File: src/rtl/booth8_ctrl.sv
// Sequencing controller for a radix-8 Booth multiplier datapath.
// Captures operands on start, clears the datapath, loads M then Q over the
// shared data bus, and then runs ITER recode/add/shift iterations. Each
// iteration uses the datapath's Q[2:0]/Qm1 feedback. A done pulse marks the end.
module booth8_ctrl #(
  parameter int W    = 15,
  parameter int ITER = 5
) (
  input  logic         clk,
  input  logic         rst,
  input  logic         start,
  input  logic [W-1:0] mcand,
  input  logic [W-1:0] mplier,
  output logic         busy,
  output logic         done,
  output logic         err,
  output logic         dp_rst,
  output logic [W-1:0] data_out,
  output logic         ldM,
  output logic         ldQ,
  output logic         ldA,
  output logic         addsub,
  output logic [1:0]   Num,
  output logic         shift,
  input  logic [2:0]   q0,
  input  logic         qm1,
  input  logic         zero
);

  localparam int CW = $clog2(ITER + 1);

  typedef enum logic [2:0] {
    S_IDLE, S_CLR, S_LDM, S_LDQ, S_EVAL, S_ADD, S_SHIFT, S_DONE
  } state_t;

  state_t             state;
  logic [CW-1:0]      cnt;
  logic signed [3:0]  digit;
  logic signed [3:0]  d_eval;
  logic [W-1:0]       mcand_r;
  logic [W-1:0]       mplier_r;

  // Booth digit -4*q[2] + 2*q[1] + q[0] + qm1, range -4..+4
  function automatic logic signed [3:0] booth_digit(input logic [2:0] q, input logic m);
    logic signed [3:0] v;
    v = 4'sd0;
    if (q[2]) v = v - 4'sd4;
    if (q[1]) v = v + 4'sd2;
    if (q[0]) v = v + 4'sd1;
    if (m)    v = v + 4'sd1;
    return v;
  endfunction

  // Magnitude select code: |d| = 1,2,3,4 -> 01,10,11,00
  function automatic logic [1:0] num_sel(input logic signed [3:0] d);
    logic [3:0] mag;
    mag = d[3] ? 4'(-d) : 4'(d);
    case (mag)
      4'd1:    return 2'b01;
      4'd2:    return 2'b10;
      4'd3:    return 2'b11;
      default: return 2'b00;
    endcase
  endfunction

  assign d_eval = booth_digit(q0, qm1);

  // Add/subtract and multiple select decode from state and the registered digit
  assign addsub = (state == S_ADD) && !digit[3];
  assign Num    = (state == S_ADD) ? num_sel(digit) : 2'b00;

  // Operand capture on an accepted start; held for the whole operation
  always_ff @(posedge clk) begin
    if (state == S_IDLE && start) begin
      mcand_r  <= mcand;
      mplier_r <= mplier;
    end
  end

  // Main sequencer; pulse outputs are registered alongside the next state
  always_ff @(posedge clk or posedge rst) begin
    if (rst) begin
      state    <= S_IDLE;
      cnt      <= '0;
      digit    <= 4'sd0;
      busy     <= 1'b0;
      done     <= 1'b0;
      err      <= 1'b0;
      dp_rst   <= 1'b0;
      ldM      <= 1'b0;
      ldQ      <= 1'b0;
      ldA      <= 1'b0;
      shift    <= 1'b0;
      data_out <= '0;
    end else begin
      dp_rst   <= 1'b0;
      ldM      <= 1'b0;
      ldQ      <= 1'b0;
      ldA      <= 1'b0;
      shift    <= 1'b0;
      done     <= 1'b0;
      data_out <= '0;
      case (state)
        S_IDLE: begin
          if (start) begin
            err    <= 1'b0;
            cnt    <= CW'(ITER);
            busy   <= 1'b1;
            dp_rst <= 1'b1;
            state  <= S_CLR;
          end
        end
        S_CLR: begin
          ldM      <= 1'b1;
          data_out <= mcand_r;
          state    <= S_LDM;
        end
        S_LDM: begin
          ldQ      <= 1'b1;
          data_out <= mplier_r;
          state    <= S_LDQ;
        end
        S_LDQ: state <= S_EVAL;
        S_EVAL: begin
          digit <= d_eval;
          if (zero) begin
            // Iteration count exhausted before the last digit: abort
            err   <= 1'b1;
            done  <= 1'b1;
            state <= S_DONE;
          end else if (d_eval != 4'sd0) begin
            ldA   <= 1'b1;
            state <= S_ADD;
          end else begin
            shift <= 1'b1;
            state <= S_SHIFT;
          end
        end
        S_ADD: begin
          shift <= 1'b1;
          state <= S_SHIFT;
        end
        S_SHIFT: begin
          cnt <= cnt - CW'(1);
          if (cnt == CW'(1)) begin
            done  <= 1'b1;
            state <= S_DONE;
          end else begin
            state <= S_EVAL;
          end
        end
        S_DONE: begin
          busy  <= 1'b0;
          state <= S_IDLE;
        end
        default: state <= S_IDLE;
      endcase
    end
  end

endmodule

File: config.mk
export PLATFORM = sky130hd
export DESIGN_NAME = booth8_ctrl
export DESIGN_NICKNAME = d
export VERILOG_FILES = /design/src/rtl/booth8_ctrl.sv
export SDC_FILE = /design/constraint.sdc
export NUM_CORES = 1
export LEC_CHECK = 0
export ABC_AREA = 1
export CAP_MARGIN = 10
export CORE_AREA = 2 2 74 76
export CTS_CLUSTER_DIAMETER = 200
export DETAILED_ROUTE_END_ITERATION = 10
export DIE_AREA = 0 0 76 78
export GPL_ROUTABILITY_DRIVEN = 1
export PLACE_DENSITY = 0.83
export SYNTH_ARGS = -nofsm -noshare
export SYNTH_HDL_FRONTEND = slang
export SYNTH_SLANG_ARGS = --single-unit
File: constraint.sdc
create_clock -name clk -period 2 [get_ports clk]
set_input_delay 0.4 -clock clk [delete_from_list [all_inputs] [get_ports clk]]
set_output_delay 0.4 -clock clk [all_outputs]
set_load 0.01 [all_outputs]
Yosys cells after proc, flatten, opt, wreduce, memory -nomap -nowiden
Index checks and enable logic that the tools add are counted.
{ "word_totals": {"register_bits": 63, "elab_cells": 76, "inputBits": 38, "output_inout_bits": 26} }
{ "classes": {"muxes": 33, "n_eq_ne": 13, "n_addsub": 5, "reduce_logical": 11} }
{ "op_table": {"columns": ["cell", "n"], "rows": [
  ["$pmux W15 S2", 1],
  ["$pmux W3 S8", 1],
  ["$mux W4", 5],
  ["$mux W1", 14],
  ["$eq A3 B3 Y1 const B", 4],
  ["$add A4 B2 Y4 const B", 2],
  ["$eq A4 B2 Y1 const B", 2],
  ["$mux W2", 4],
  ["$pmux W1 S2", 4],
  ["$eq A3 B1 Y1 const B", 2],
  ["$eq A3 B2 Y1 const B", 2],
  ["$mux W3", 2],
  ["$pmux W2 S3", 1],
  ["$pmux W3 S2", 1],
  ["$reduce_bool A2 Y1", 3],
  ["$add A4 B3 Y4 const B", 1],
  ["$eq A4 B1 Y1 const B", 1],
  ["$ne A2 B2 Y1 const B", 2],
  ["$neg A4 Y4", 1],
  ["$reduce_and A2 Y1", 2],
  ["$reduce_bool A4 Y1", 1],
  ["$logic_not A3 Y1", 1],
  ["$reduce_and A3 Y1", 1],
  ["$sub A3 B1 Y3 const B", 1],
  ["2 further kinds", 3]
]} }

Depth between registers and ports, before layout
{ "depth": {"word_depth": 11, "ltp_mapped": 9, "depth_no_buf": 9} }

Worst setup path before layout
Ideal clock, no wire load.
{ "synth_timing": {"kind": "register to register", "start": "register state[0]", "end": "register mcand_r[0], enable pin", "t_arrival_ns": 1.338, "synth_period_minus_slack_ns": 1.723, "slack_ns": 0.277, "required_ns": 1.615, "n_path_buf": 0, "setup_time_ns": 0.385, "path_stages_with_launch": 6, "path_cell_list": "dfrtp_1 > inv_1 > nand2_1 > inv_1 > nand3_2 > inv_1"} }
{ "synth_via": {"elab_chain_cells": 2} }
{ "synth_lines": {"columns": ["element", "line", "source"], "rows": [
  ["start: declaration", "36", "state_t state;"],
  ["start signal: assignment", "83", "state <= S_IDLE;"],
  ["start signal: assignment", "110", "state <= S_CLR;"],
  ["start signal: assignment", "116", "state <= S_LDM;"],
  ["$logic_not A3 Y1", "74", "if (state == S_IDLE && start) begin"],
  ["$logic_and A1 B1 Y1", "74", null],
  ["end signal: assignment", "75", "mcand_r <= mcand;"],
  ["end: declaration", "40", "logic [W-1:0] mcand_r;"]
]} }
No other way between the ends.
A chain may end at the register's enable or synchronous reset.

Worst setup path in the final report
{ "layout_timing": {"start": "register digit[1]", "end": "output Num[0]"} }
{ "layout_via": {"elab_chain_cells": 5, "elab_cells_between_ends": 7, "cone_classes": "1 x add/sub; 3 x eq/ne; 3 x mux"} }
{ "layout_lines": {"columns": ["element", "line", "source"], "rows": [
  ["start: declaration", "38", "logic signed [3:0] digit;"],
  ["start signal: assignment", "125", "digit <= d_eval;"],
  ["$neg A4 Y4", "57", "mag = d[3] ? 4'(-d) : 4'(d);"],
  ["$mux W4 (*)", "57", null],
  ["$eq A4 B2 Y1 or $eq A4 B1 Y1 (tied branches)", "58", "case (mag)"],
  ["$pmux W2 S3 (*)", "58", null],
  ["$mux W2 (*)", "70", "assign Num = (state == S_ADD) ? num_sel(digit) : 2'b00;"],
  ["end: declaration", "23", "output logic [1:0] Num,"]
]} }
Mark *: on every way between the ends. The rest lies on a longest branch, timed or not.

==> results.json <==
{
  "status": "complete, no violations",
  "ir_drop_uv": 678,
  "busiest_layer": "met2",
  "rows": 26,
  "crit_end": "Num[0]",
  "p_int_mw": 3.04,
  "layout_commonest_cell": "clkdlybuf4s50_1",
  "skew_ns": 0.00700,
  "fin_setup_tns_ns": 0,
  "synth_warnings": 0,
  "syn-cell-area_sq_um": 2330,
  "pwr-share-comb_pct": 31.6,
  "finish.utilization_pct": 65.2,
  "p_seq_share_pct": 43.4,
  "post_route_cells_drive_above_1_share_pct": 14.4,
  "finalCritPeriodShare_pct": 97.0,
  "wl_um": 4030,
  "slowest_delay_ns": 0.42,
  "path_depth": 7,
  "arrival_ns": 1.54,
  "place_hpwl_um": 2810,
  "finalNetCount": 294,
  "max_slew_margin_pct": 73.0,
  "cp-end-kind": "primary output",
  "start_util_pct": 46.3,
  "gr-total-overflow": 0,
  "hold_viol": 0,
  "drv_slew": 0,
  "synth.area.top_cells": "edfxtp_1 (39%), dfrtp_1 (35%), nand2_1 (5.9%)",
  "sw_frac_of_total_pct": 31.2,
  "max-cap-violations": 0,
  "grt_start_max_net_pins": 34,
  "die_y_um": 78,
  "synth_top_area_cell": "edfxtp_1",
  "crit_chain": "inv_2 > ha_4 > o21ai_2 > nand2_1 > nand2_2 > nor3_2 > buf_2",
  "switchingPower_mw": 1.37,
  "synth_nets": 220,
  "rr_startpoint": "state[0]",
  "cts_tree": "built",
  "die_w_um": 76,
  "synth_seq_cells": 63,
  "cts_hold_buf": 0,
  "wl_per_cell_um": 12.3,
  "worstHoldPathType": "primary input to async pin",
  "dr.pass1.iters": 7,
  "drtIter0Drc": 62,
  "worstSkewPairLatency_ns": 0.34,
  "cp_max_fo": 3,
  "gp_congestion": 0.845,
  "finalPower_mw": 4.41,
  "use_met3_pct": 7.33,
  "avgSynthCellArea_sq_um": 13.1,
  "cp_top_family": "flip-flops",
  "yosys.area.top_type_share_pct": 38.6,
  "slowest_stage": "dfrtp_1",
  "core-area_sq_um": 5040,
  "io_pins": 64,
  "tightest_slew_ns": 0.406,
  "regToRegSetupSlack_ns": 0.58,
  "ys_seq_area_share_pct": 74.0,
  "viasPerCell": 4.63,
  "htree_levels": 3,
  "cts_buffer_depth": 2,
  "grtUsageMet1_pct": 17.2,
  "grt_util_all_layers_pct": 15.9,
  "reg2regPathDepth": 6,
  "port-buffer-count": 63,
  "antennaDiodeCount": 0,
  "antenna_left": 0,
  "cp-startpoint": "digit[1]",
  "most-common-layout-cells": "clkdlybuf4s50_1 (60), nand2_1 (36), dfrtp_1 (33)",
  "clockPowerShare_pct": 25.1,
  "p_per_area_nw_per_um2": 1340,
  "vias": 1515,
  "area_delta_synth_final_pct": 40.8,
  "numCtsBuffers": 9,
  "syn_inst": 178,
  "cts_root_buf": "clkbuf_8",
  "grt_use_met2_pct": 26.5,
  "worst-path-buf-inv": 2,
  "grt_first_pass_wirelength_um": 6890,
  "r2r-end": "mcand_r[3]",
  "period_needed_ns": 1.94,
  "clkSlewWorstSetupHoldPaths_ns": 0.07,
  "setup_violations": 0,
  "route.detailed.drc": 0,
  "rsz0062_at_grt": "yes",
  "p_leak_nw": 1.42,
  "dieArea_sq_um": 5930,
  "path_class": "flop to primary output",
  "timing.fmax_mhz": 516,
  "grt_pass1_vias": 1502,
  "grt_antenna_before_repair": 0,
  "cts_sinks": 63,
  "synthDistinctLibCells": 19,
  "worstPathRequired_ns": 1.60,
  "startpoint_type": "flop"
}
==> kinds of logic after synthesis <==
| logic type | after synthesis | share of synthesized area (%) |
|---|---|---|
| buffers and inverters | 27 | 4.98 |
| adder cells (fa/ha/maj) | 4 | 2.14 |
| AND/OR/NAND/NOR | 54 | 9.86 |
| AO/OA/AOI/OAI | 29 | 8.68 |
| XOR/XNOR | 1 | 0.375 |
| flip-flops | 63 | 74.0 |
==> registers in the layout, summed over array words and instances (netlist names) <==
name      count
err           1
ldQ           1
mplier_r     15
data_out     15
mcand_r      15
digit         4
busy          1
ldM           1
ldA           1
dp_rst        1
done          1
cnt           3
shift         1
state         3
==> routing by layer <==
layer / share of wire [%] / vias up / wire (um)
met5: 0 / - / 0
met3: 6.3 / 6 / 252
li1: - / 746 / -
met1: 39 / 713 / 1580
met2: 52 / 50 / 2100
met4: 2.3 / 0 / 93
==> repair_timing <==
action / CTS / global route
buffers inserted: 0 / 0
setup endpoints to repair: 3 / 2
pin swaps: 0 / 4
cloned: 0 / 0
gates resized for setup: 11 / 10
==> power groups by stage <==
stage	combinational, mW	sequential, mW	clock [mW]
after floorplan	0.660	2.00	0
after global placement	1.31	1.92	0
after detailed placement	1.35	1.93	0
after CTS	1.36	1.91	1.13
after global routing	1.56	1.96	1.21
final	1.39	1.91	1.11
==> synthesized netlist by cell type, drive strengths merged <==
master and count:
nor2 8, nand3 6, o21ai 11, nand2 37
a22o 15, ha 4, o22ai 1, edfxtp 30
buf 2, xor2 1, inv 25, or2 1
dfrtp 33, nor3 2, a21oi 2
==> worst reg2reg max path, cell delays in order (launching register included) <==
cell,delay (ns)
dfrtp_1,0.38
inv_1,0.13
nand2_1,0.10
inv_1,0.07
nand3_2,0.10
inv_1,0.12
buf_12,0.20
==> area by class of cell <==
type | count | area [sq um]
clock buffer | 10 | 138
clock inverter | 6 | 70.1
fill | 372 | 1760
inverter | 25 | 93.8
multi-input combinational | 88 | 524
sequential | 63 | 1730
tap | 70 | 87.6
timing repair buffer | 65 | 647
==> worst min-delay path by stage <==
stage	slack, ns	startpoint	endpoint
finish	0.46	rst	ldQ
CTS	0.46	rst	data_out[11]
floorplan	0.44	mcand_r[0]	data_out[0]
global route	0.49	rst	data_out[6]
global placement	0.44	mcand_r[8]	data_out[8]
detailed placement	0.45	mcand_r[6]	data_out[6]
==> stage by stage <==
| step | std cells | hold slack [ns] | area [sq um] | setup slack, ns |
|---|---|---|---|---|
| floorplan | 178 | 0.443 | 2330 | 0.277 |
| detailed placement | 311 | 0.451 | 3060 | -0.0301 |
| global placement | 311 | 0.444 | 3060 | 0.0999 |
| CTS | 327 | 0.460 | 3260 | 0.0467 |
| finish | 327 | 0.458 | 3290 | 0.0608 |
| global route | 327 | 0.491 | 3290 | -0.0466 |
Power figures use the tool's default switching activity.
